--- src/rtl/alu16_if.sv ---
// Request/response bundle for the 16-bit execute-stage ALU.
// The requester drives the operands and the op code; the ALU returns the registered result and flags.
interface alu16_if #(
  parameter int WIDTH = 16
);
  logic             en;
  logic [WIDTH-1:0] a;
  logic [WIDTH-1:0] b;
  logic [3:0]       ctl;
  logic [WIDTH-1:0] y;
  logic             z;
  logic             n;
  logic             c;
  logic             v;
  logic             valid;

  modport master (
    output en, a, b, ctl,
    input  y, z, n, c, v, valid
  );

  modport slave (
    input  en, a, b, ctl,
    output y, z, n, c, v, valid
  );
endinterface

--- src/rtl/alu16.sv ---
// Registered integer ALU: the result and the z/n/c/v flags are captured one clock after an en=1 request.
// The datapath ahead of the output register is purely combinational and holds no state.
module alu16 #(
  parameter int WIDTH = 16
) (
  input  logic   clk,
  input  logic   rst_n,
  alu16_if.slave bus
);
  localparam int SHW = $clog2(WIDTH);
  localparam int MSB = WIDTH - 1;

  localparam logic [3:0] OP_AND  = 4'd0;
  localparam logic [3:0] OP_OR   = 4'd1;
  localparam logic [3:0] OP_ADD  = 4'd2;
  localparam logic [3:0] OP_XOR  = 4'd3;
  localparam logic [3:0] OP_NOR  = 4'd4;
  localparam logic [3:0] OP_SLL  = 4'd5;
  localparam logic [3:0] OP_SUB  = 4'd6;
  localparam logic [3:0] OP_SLT  = 4'd7;
  localparam logic [3:0] OP_SRL  = 4'd8;
  localparam logic [3:0] OP_SRA  = 4'd9;
  localparam logic [3:0] OP_SLTU = 4'd10;
  localparam logic [3:0] OP_NAND = 4'd11;
  localparam logic [3:0] OP_PASA = 4'd12;
  localparam logic [3:0] OP_PASB = 4'd13;
  localparam logic [3:0] OP_ROL  = 4'd14;

  logic [SHW-1:0]     w_sh;
  logic [WIDTH:0]     w_add;
  logic [WIDTH:0]     w_sub;
  logic               w_add_v;
  logic               w_sub_v;
  logic               w_slt;
  logic               w_sltu;
  logic [WIDTH-1:0]   w_sra;
  logic [2*WIDTH-1:0] w_rol2;
  logic [WIDTH-1:0]   w_y;
  logic               w_c;
  logic               w_v;

  logic [WIDTH-1:0]   r_y;
  logic               r_z;
  logic               r_n;
  logic               r_c;
  logic               r_v;
  logic               r_valid;

  assign w_sh  = bus.b[SHW-1:0];
  assign w_add = {1'b0, bus.a} + {1'b0, bus.b};
  // Subtraction as a + ~b + 1 so that bit WIDTH is the no-borrow carry (1 when a >= b unsigned).
  assign w_sub = {1'b0, bus.a} + {1'b0, ~bus.b} + {{WIDTH{1'b0}}, 1'b1};

  assign w_add_v = (bus.a[MSB] == bus.b[MSB]) && (w_add[MSB] != bus.a[MSB]);
  assign w_sub_v = (bus.a[MSB] != bus.b[MSB]) && (w_sub[MSB] != bus.a[MSB]);

  // n XOR v of the difference stays correct even when a - b overflows.
  assign w_slt  = w_sub[MSB] ^ w_sub_v;
  assign w_sltu = ~w_sub[WIDTH];

  assign w_sra  = $unsigned($signed(bus.a) >>> w_sh);
  assign w_rol2 = {bus.a, bus.a} << w_sh;

  always_comb begin
    w_y = '0;
    w_c = 1'b0;
    w_v = 1'b0;
    case (bus.ctl)
      OP_AND:  w_y = bus.a & bus.b;
      OP_OR:   w_y = bus.a | bus.b;
      OP_ADD: begin
        w_y = w_add[MSB:0];
        w_c = w_add[WIDTH];
        w_v = w_add_v;
      end
      OP_XOR:  w_y = bus.a ^ bus.b;
      OP_NOR:  w_y = ~(bus.a | bus.b);
      OP_SLL:  w_y = bus.a << w_sh;
      OP_SUB: begin
        w_y = w_sub[MSB:0];
        w_c = w_sub[WIDTH];
        w_v = w_sub_v;
      end
      OP_SLT:  w_y = {{(WIDTH-1){1'b0}}, w_slt};
      OP_SRL:  w_y = bus.a >> w_sh;
      OP_SRA:  w_y = w_sra;
      OP_SLTU: w_y = {{(WIDTH-1){1'b0}}, w_sltu};
      OP_NAND: w_y = ~(bus.a & bus.b);
      OP_PASA: w_y = bus.a;
      OP_PASB: w_y = bus.b;
      OP_ROL:  w_y = w_rol2[2*WIDTH-1:WIDTH];
      default: w_y = '0;
    endcase
  end

  always_ff @(posedge clk or negedge rst_n) begin
    if (!rst_n) begin
      r_y     <= '0;
      r_z     <= 1'b1;
      r_n     <= 1'b0;
      r_c     <= 1'b0;
      r_v     <= 1'b0;
      r_valid <= 1'b0;
    end else if (bus.en) begin
      r_y     <= w_y;
      r_z     <= (w_y == '0);
      r_n     <= w_y[MSB];
      r_c     <= w_c;
      r_v     <= w_v;
      r_valid <= 1'b1;
    end else begin
      r_valid <= 1'b0;
    end
  end

  assign bus.y     = r_y;
  assign bus.z     = r_z;
  assign bus.n     = r_n;
  assign bus.c     = r_c;
  assign bus.v     = r_v;
  assign bus.valid = r_valid;
endmodule

--- src/flat_wrapper.sv ---
// flat-port wrapper written by rule: the top's interface ports become plain ports
module alu16_flat 
#(
  parameter int WIDTH = 16
)
  (clk, rst_n, bus_en, bus_a, bus_b, bus_ctl, bus_y, bus_z, bus_n, bus_c, bus_v, bus_valid);
  alu16_if #(.WIDTH(WIDTH)) bus_i ();
  input  logic clk;
  input  logic rst_n;
  input wire logic [$bits(bus_i.en)-1:0] bus_en;
  input wire logic [$bits(bus_i.a)-1:0] bus_a;
  input wire logic [$bits(bus_i.b)-1:0] bus_b;
  input wire logic [$bits(bus_i.ctl)-1:0] bus_ctl;
  output wire logic [$bits(bus_i.y)-1:0] bus_y;
  output wire logic [$bits(bus_i.z)-1:0] bus_z;
  output wire logic [$bits(bus_i.n)-1:0] bus_n;
  output wire logic [$bits(bus_i.c)-1:0] bus_c;
  output wire logic [$bits(bus_i.v)-1:0] bus_v;
  output wire logic [$bits(bus_i.valid)-1:0] bus_valid;
  assign bus_i.en = bus_en;
  assign bus_i.a = bus_a;
  assign bus_i.b = bus_b;
  assign bus_i.ctl = bus_ctl;
  assign bus_y = bus_i.y;
  assign bus_z = bus_i.z;
  assign bus_n = bus_i.n;
  assign bus_c = bus_i.c;
  assign bus_v = bus_i.v;
  assign bus_valid = bus_i.valid;
  alu16 #(.WIDTH(WIDTH)) u_core (.clk(clk), .rst_n(rst_n), .bus(bus_i));
endmodule
--- config.mk ---
export PLATFORM = sky130hd
export DESIGN_NAME = alu16_flat
export DESIGN_NICKNAME = d
export VERILOG_FILES = /design/src/rtl/alu16_if.sv /design/src/rtl/alu16.sv /design/src/flat_wrapper.sv
export SDC_FILE = /design/constraint.sdc
export NUM_CORES = 1
export LEC_CHECK = 0
export CORE_ASPECT_RATIO = 1.25
export CORE_MARGIN = 3
export CORE_UTILIZATION = 48
export CTS_CLUSTER_DIAMETER = 100
export DETAILED_ROUTE_END_ITERATION = 10
export PLACE_DENSITY = 0.72
export SETUP_SLACK_MARGIN = 0.1
export SLEW_MARGIN = 15
export SYNTH_ARGS = -nofsm -noshare
export SYNTH_HDL_FRONTEND = slang
export SYNTH_SLANG_ARGS = --single-unit
--- constraint.sdc ---
create_clock -name clk -period 0.8 [get_ports clk]
set_input_delay 0.2 -clock clk [delete_from_list [all_inputs] [get_ports clk]]
set_output_delay 0.2 -clock clk [all_outputs]
set_load 0.02 [all_outputs]
==> flow_metrics.tcl, run 1 <==
set metrics [dict create \
    run_status "did not finish" \
    stop_stage "global routing (5_1_grt)" \
    stop_error "[ERROR GRT-0232] Routing congestion too high. Check the congestion heatmap in the GUI." \
    io_buffers 59 \
    count_of_unique_library_cells_instantiated_by_yosys 95 \
    ios 60 \
    grtUsageTotal_pct 66.57 \
    place_inst 1260 \
    total_of_warnings_raised_by_yosys 0 \
    grt_start_max_net_pins 51 \
    ys_async_sr_fraction_pct 100.0 \
    cts_hold_buffers 0 \
    ctsHtreeMaxLevel 1 \
    synth-edff-count 0 \
    cts.sink_count 20 \
    clk_path_buf_depth 2 \
    die_w_um 107.3 \
    syn_nets 896 \
    chipHeight_um 132.7 \
    ys_ff_latch 20 \
    postSynthAreaPerCell_um2 7.683 \
    rows 45 \
    cts-buffers-inserted 3 \
    cts_root_buffer "sky130_fd_sc_hd__clkbuf_16" \
    synth_area_um2 6162 \
    synthFlopType "sky130_fd_sc_hd__dfrtp_1" \
    postSynthCellCount 802 \
    gp_congestion 1.073 \
    yosysSeqAreaShare_pct 8.142 \
    detailedPlacementHpwl_mm 24.35 \
    start_util_pct 49.97 \
    global_route.overflow_total 156 \
]
[routing by layer]
metal,GRT overflow,track usage (%)
met1,2,67.49
met2,89,88.20
met3,0,39.24
met4,65,73.19
met5,0,0
[stage by stage]
step	TNS [ps]	util, %	setup WS [ps]	instance area [um^2]
after CTS	-37470	86.47	-2504	10660
after detailed placement	-54280	73.97	-3291	9121
after global placement	-52920	73.97	-3192	9121
after floorplan	-27430	-	-2592	6523
[synth_stat cells (4+ instances only)]
cell type	n	area [um^2]
sky130_fd_sc_hd__a2111oi_0	6	52.55
sky130_fd_sc_hd__a211oi_1	19	142.6
sky130_fd_sc_hd__a21o_1	4	30.03
sky130_fd_sc_hd__a21oi_1	55	275.3
sky130_fd_sc_hd__a221oi_1	9	78.83
sky130_fd_sc_hd__a22oi_1	11	82.58
sky130_fd_sc_hd__a31oi_1	10	62.56
sky130_fd_sc_hd__and2_1	6	37.54
sky130_fd_sc_hd__and3_1	5	31.28
sky130_fd_sc_hd__buf_2	27	135.1
sky130_fd_sc_hd__buf_4	6	45.04
sky130_fd_sc_hd__buf_6	10	112.6
sky130_fd_sc_hd__clkbuf_1	25	93.84
sky130_fd_sc_hd__dfrtp_1	19	475.5
sky130_fd_sc_hd__ha_1	52	650.6
sky130_fd_sc_hd__inv_1	40	150.1
sky130_fd_sc_hd__mux2_2	18	202.7
sky130_fd_sc_hd__mux2i_1	29	290.3
sky130_fd_sc_hd__mux4_2	21	473.0
sky130_fd_sc_hd__nand2_1	61	229.0
sky130_fd_sc_hd__nand2b_1	12	75.07
sky130_fd_sc_hd__nand3_1	14	70.07
sky130_fd_sc_hd__nand4_1	5	31.28
sky130_fd_sc_hd__nor2_1	80	300.3
sky130_fd_sc_hd__nor2b_1	9	56.30
sky130_fd_sc_hd__nor3_1	19	95.09
sky130_fd_sc_hd__nor3b_1	5	37.54
sky130_fd_sc_hd__nor4_1	5	31.28
sky130_fd_sc_hd__o211a_1	5	50.05
sky130_fd_sc_hd__o211ai_1	13	97.59
sky130_fd_sc_hd__o21ai_0	33	165.2
sky130_fd_sc_hd__o21ai_1	9	45.04
sky130_fd_sc_hd__o21bai_1	5	37.54
sky130_fd_sc_hd__o221ai_1	9	78.83
sky130_fd_sc_hd__o22a_1	5	43.79
sky130_fd_sc_hd__o22ai_1	16	100.1
sky130_fd_sc_hd__o311ai_1	4	35.03
sky130_fd_sc_hd__o32ai_1	4	35.03
sky130_fd_sc_hd__or2_2	6	37.54
sky130_fd_sc_hd__or3_1	10	62.56
sky130_fd_sc_hd__xnor2_1	6	52.55
[repair_timing]
action                                  CTS
endpoints found under the setup margin   41
setup buffers                            80
cloned                                    5
resized for setup                       392
pin swaps                                62
[cell families after synthesis]
kind of cell | after synthesis | share of synthesized area (%)
buffers and inverters | 117 | 9.564
AOI/OAI and AO/OA | 273 | 32.45
xor gates and xnor gates | 8 | 1.137
and+or+nand+nor | 260 | 21.08
DFF | 20 | 8.142
adders and majority gates | 55 | 11.53
muxes | 69 | 16.10
==> run 2, diff against run 1 <==
--- a/config.mk
+++ b/config.mk
@@ -5,13 +5,10 @@
 export SDC_FILE = /design/constraint.sdc
 export NUM_CORES = 1
 export LEC_CHECK = 0
-export CORE_ASPECT_RATIO = 1.25
 export CORE_MARGIN = 3
-export CORE_UTILIZATION = 48
-export CTS_CLUSTER_DIAMETER = 100
+export CORE_UTILIZATION = 33
 export DETAILED_ROUTE_END_ITERATION = 10
-export PLACE_DENSITY = 0.72
-export SETUP_SLACK_MARGIN = 0.1
+export PLACE_DENSITY_LB_ADDON = 0.15
 export SLEW_MARGIN = 15
 export SYNTH_ARGS = -nofsm -noshare
 export SYNTH_HDL_FRONTEND = slang
==> constraint.sdc (replaced) <==
create_clock -name clk -period 1 [get_ports clk]
set_input_delay 0.25 -clock clk [delete_from_list [all_inputs] [get_ports clk]]
set_output_delay 0.25 -clock clk [all_outputs]
set_load 0.02 [all_outputs]
==> run 2 against run 1 <==
Effect of this change: the flow now finishes, with violations (negative setup slack); synthesized cell count stayed put; area after synthesis stayed put.
==> flow_metrics.tcl, run 2 <==
set metrics [dict create \
    final_nets 1294 \
    tritoncts_clock_tree "built" \
    timing.final.max_slew_violations 0 \
    total_of_warnings_raised_by_yosys 0 \
    die_w_um 142.7 \
    cts_hold_buffers 0 \
    timing.hold.ws_ps 337.7 \
    routedWlPerCell_um 23.29 \
    timing.critical_path.required_ps 1170 \
    cts_root_buffer "sky130_fd_sc_hd__clkbuf_16" \
    drt_iter0_markers 722 \
    gp_congestion 1.006 \
    cell_with_the_most_instances_after_synthesis "sky130_fd_sc_hd__nor2_1" \
    antenna_found_initial 0 \
    dpl-instance-area_um2 9234 \
    grt.met2_usage_pct 48.84 \
    cp.buffers_inverters 2 \
    most_common_cell_after_layout_fill_and_taps_aside "sky130_fd_sc_hd__buf_4" \
    synth_top_area_cell "sky130_fd_sc_hd__ha_1" \
    synthFlopType "sky130_fd_sc_hd__dfrtp_1" \
    global_route.usage.met1_pct 40.14 \
    critical_path_peak_fanout 3 \
    grt_start_max_net_pins 36 \
    finalWorstSetupSlack_ps -2455 \
    die_outline_area_um2 20350 \
    first_global_vias 8275 \
    netlist.area_leader.share_pct 10.56 \
    ys_ff_latch 20 \
    ys_async_sr_fraction_pct 100.0 \
    global_route.overflow_total 0 \
    end_kind "flop" \
    grt_pass1_wl_mm 48.62 \
    core_region_area_um2 18150 \
    min-delay-path-class "input port to asynchronous set/reset pin" \
    clkSlewWorstSetupHoldPaths_ps 60 \
    final_cell_mix "sky130_fd_sc_hd__buf_4 (325), sky130_fd_sc_hd__buf_6 (82), sky130_fd_sc_hd__nor2_1 (74)" \
    tightest_slew_ps 621.2 \
    achievable-frequency_mhz 289.4 \
    yosysSeqAreaShare_pct 8.142 \
    synth-edff-count 0 \
    timing.slew.headroom_pct 58.34 \
    total_power_mw 8.894 \
    slowest_stage "sky130_fd_sc_hd__fa_2" \
    power.density_nw_per_um2 772.0 \
    rsz0062_at_grt "yes" \
    detail_route.vias_per_cell 6.001 \
    worst_path_dominant_cell_family "compound AO/OA/AOI/OAI gates" \
    ios 60 \
    cp.arrival_ps 3620 \
    drt_pre_antenna_iters 5 \
    count_of_fill_cells_added_during_filler_insertion 1538 \
    cts.sink_count 20 \
    detailroute.via_count 8570 \
    antenna_cells_inserted 0 \
    cells_along_the_critical_path "buf_8, inv_4, ha_4, or2b_1, a21o_1, nor3b_4, a311o_1, a31oi_2, o21ai_2, fa_2, nand2b_1, o21ai_1, a32oi_1, o311ai_1, or3_1, a21oi_2, nand4_1, o32ai_2" \
    largest_register_ff_count 15 \
    clk_path_buf_depth 2 \
    fin_crit_sh_pct 345.5 \
    timing.max_cap.violations 0 \
    routed_wirelength_mm 33.26 \
    ctsHtreeMaxLevel 1 \
    violations "negative setup slack" \
    run_status "finished, violations left" \
    syn_nets 896 \
    start_util_pct 33.96 \
    final_hold_violation_count 0 \
    postSynthCellCount 802 \
    clock-skew-final_ps 0 \
    antenna_violating_nets_post_route 0 \
    timing.critical_path.slowest_cell_delay_ps 420 \
    globalRouteMet3Util_pct 5.191 \
    yosys-top-cells-area "sky130_fd_sc_hd__ha_1 (11%), sky130_fd_sc_hd__dfrtp_1 (7.7%), sky130_fd_sc_hd__mux4_2 (7.7%)" \
    final_design_area_no_fill_um2 11520 \
    worstSkewPairLatency_ps 250 \
    finish.utilization_pct 63.49 \
    setup_violators_final 39 \
    count_of_unique_library_cells_instantiated_by_yosys 95 \
    grt.busiest_layer "met2" \
    cts-buffers-inserted 3 \
    timing_worst_setup_path_type "input port to flop" \
    cp-start-kind "input port" \
    detailedPlacementHpwl_mm 24.60 \
    rows 49 \
    chipHeight_um 142.7 \
    fin_crit_ps 3455 \
    total_leakage_power_nw 5.009 \
    post_synth_most_frequent_cells "sky130_fd_sc_hd__nor2_1 (80), sky130_fd_sc_hd__nand2_1 (61), sky130_fd_sc_hd__a21oi_1 (55)" \
    worst_ir_drop_vdd_mv 0.5445 \
    postSynthAreaPerCell_um2 7.683 \
    grtUsageTotal_pct 30.77 \
    areaGrowthSynthToFinish_pct 86.96 \
    synth_area_um2 6162 \
    layout-drive-gt1-share_pct 58.30 \
    drt_drc_violations_left 0 \
    io_buffers 59 \
]
==> run 2: final cells by class <==
| class | count | area (um^2) | area share, % |
|---|---|---|---|
| repair buffers | 464 | 4188 | 36.35 |
| clock buffers | 3 | 75.07 | 0.6516 |
| well taps | 229 | 286.5 | 2.487 |
| flip-flops and latches | 20 | 501.7 | 4.355 |
| multi-input cells | 665 | 6215 | 53.94 |
| inverters | 46 | 225.2 | 1.955 |
| clock inverters | 1 | 30.03 | 0.2606 |
==> run 2: per-layer routing <==
layer | vias to the layer above | wire length (um)
met4 | 0 | 2169
met3 | 115 | 2572
met1 | 4129 | 13540
met5 | - | 0
li1 | 3857 | -
met2 | 469 | 14980
==> run 2: cell families after synthesis <==
| group | Yosys count | share of synthesized area [%] |
|---|---|---|
| AOI/OAI and AO/OA | 273 | 32.45 |
| and+or+nand+nor | 260 | 21.08 |
| adders and majority gates | 55 | 11.53 |
| buffers and inverters | 117 | 9.564 |
| xor gates and xnor gates | 8 | 1.137 |
| muxes | 69 | 16.10 |
| DFF | 20 | 8.142 |
==> run 2: per-stage QoR <==
stage               TNS (ps)  instances  worst slack [ps]
floorplan             -24580        802             -2442
global placement      -48600       1335             -3204
detailed placement    -49590       1335             -3329
CTS                   -29900       1395             -2538
global route          -32070       1428             -2613
finish                -30300       1428             -2455
==> run 2: what timing repair did <==
action,in CTS,in global routing
endpoints found under the setup margin,41,41
setup buffers,55,41
pin swaps,84,61
gates resized for setup,442,115
gates cloned,5,2
==> run 2: final timing paths <==
kind / startpoint / endpoint / slack [ps] / cells past startpoint
min reg2reg: u_core.bus.z$_DFFE_PN1P_ / u_core.bus.z$_DFFE_PN1P_ / 520 / 2
max in group asynchronous: rst_n / u_core.bus.z$_DFFE_PN1P_ / 450 / 2
min: rst_n / u_core.bus.c$_DFFE_PN0P_ / 340 / 2
min in group clk: u_core.bus.z$_DFFE_PN1P_ / u_core.bus.z$_DFFE_PN1P_ / 520 / 2
max: bus_b[5] / u_core.bus.z$_DFFE_PN1P_ / -2460 / 18
max reg2reg: u_core.bus.y[1]$_DFFE_PN0P_ / u_core.bus.y[1]$_DFFE_PN0P_ / 0 / 3
==> run 2: power breakdown <==
part	internal, mW	switching (mW)
Clock	0.794	0.296
Combinational	3.50	3.30
Sequential	0.924	0.0780
Power figures use the tool's default switching activity.
==> run 3, diff against run 2 <==
--- a/config.mk
+++ b/config.mk
@@ -6,8 +6,9 @@
 export NUM_CORES = 1
 export LEC_CHECK = 0
 export CORE_MARGIN = 3
-export CORE_UTILIZATION = 33
+export CORE_UTILIZATION = 53
 export DETAILED_ROUTE_END_ITERATION = 10
+export HOLD_SLACK_MARGIN = 0.03
 export PLACE_DENSITY_LB_ADDON = 0.15
 export SLEW_MARGIN = 15
 export SYNTH_ARGS = -nofsm -noshare
==> run 3 against run 2 <==
Effect of this change: the flow now stops in clock tree synthesis (4_1_cts); synthesized cell count unchanged; area after synthesis stayed put.
==> flow_metrics.tcl, run 3 <==
set metrics [dict create \
    place_inst 1231 \
    cts.sink_count 20 \
    count_of_unique_library_cells_instantiated_by_yosys 95 \
    gp_congestion 1.058 \
    chipHeight_um 113.8 \
    ctsHtreeMaxLevel 1 \
    stop_stage "clock tree synthesis (4_1_cts)" \
    synth_area_um2 6162 \
    stop_error "[ERROR DPL-0033] detailed placement checks failed during check placement." \
    yosys-top-cells-area "sky130_fd_sc_hd__ha_1 (11%), sky130_fd_sc_hd__dfrtp_1 (7.7%), sky130_fd_sc_hd__mux4_2 (7.7%)" \
    die_w_um 113.8 \
    run_status "did not finish" \
    io_buffers 59 \
    cts_root_buffer "sky130_fd_sc_hd__clkbuf_16" \
    postSynthCellCount 802 \
    yosysSeqAreaShare_pct 8.142 \
    synth_top_area_cell "sky130_fd_sc_hd__ha_1" \
    postCtsSetupRepairBufs 89 \
    cell_with_the_most_instances_after_synthesis "sky130_fd_sc_hd__nor2_1" \
    postSynthAreaPerCell_um2 7.683 \
    start_util_pct 55.62 \
    rows 38 \
    netlist.area_leader.share_pct 10.56 \
    cts_hold_buffers 0 \
    cts-buffers-inserted 3 \
    ys_ff_latch 20 \
    ios 60 \
    syn_nets 896 \
    detailedPlacementHpwl_mm 23.12 \
    clk_path_buf_depth 2 \
    synthFlopType "sky130_fd_sc_hd__dfrtp_1" \
    total_of_warnings_raised_by_yosys 0 \
    synth-edff-count 0 \
    post_synth_most_frequent_cells "sky130_fd_sc_hd__nor2_1 (80), sky130_fd_sc_hd__nand2_1 (61), sky130_fd_sc_hd__a21oi_1 (55)" \
    ys_async_sr_fraction_pct 100.0 \
    post_cts_resize_count 445 \
]
[run 3: metrics by stage]
| step | setup slack, ps | setup TNS [ps] | cell area, um^2 | util (%) |
|---|---|---|---|---|
| detailed placement | -3234 | -49110 | 9015 | 81.38 |
| global placement | -3129 | -47230 | 9015 | 81.38 |
| floorplan | -2442 | -24580 | 6518 | - |
[run 3: logic make-up after synthesis]
family,after synthesis,share of synthesized area [%]
AOI/OAI and AO/OA,273,32.45
and+or+nand+nor,260,21.08
buffers and inverters,117,9.564
muxes,69,16.10
adders and majority gates,55,11.53
DFF,20,8.142
xor gates and xnor gates,8,1.137
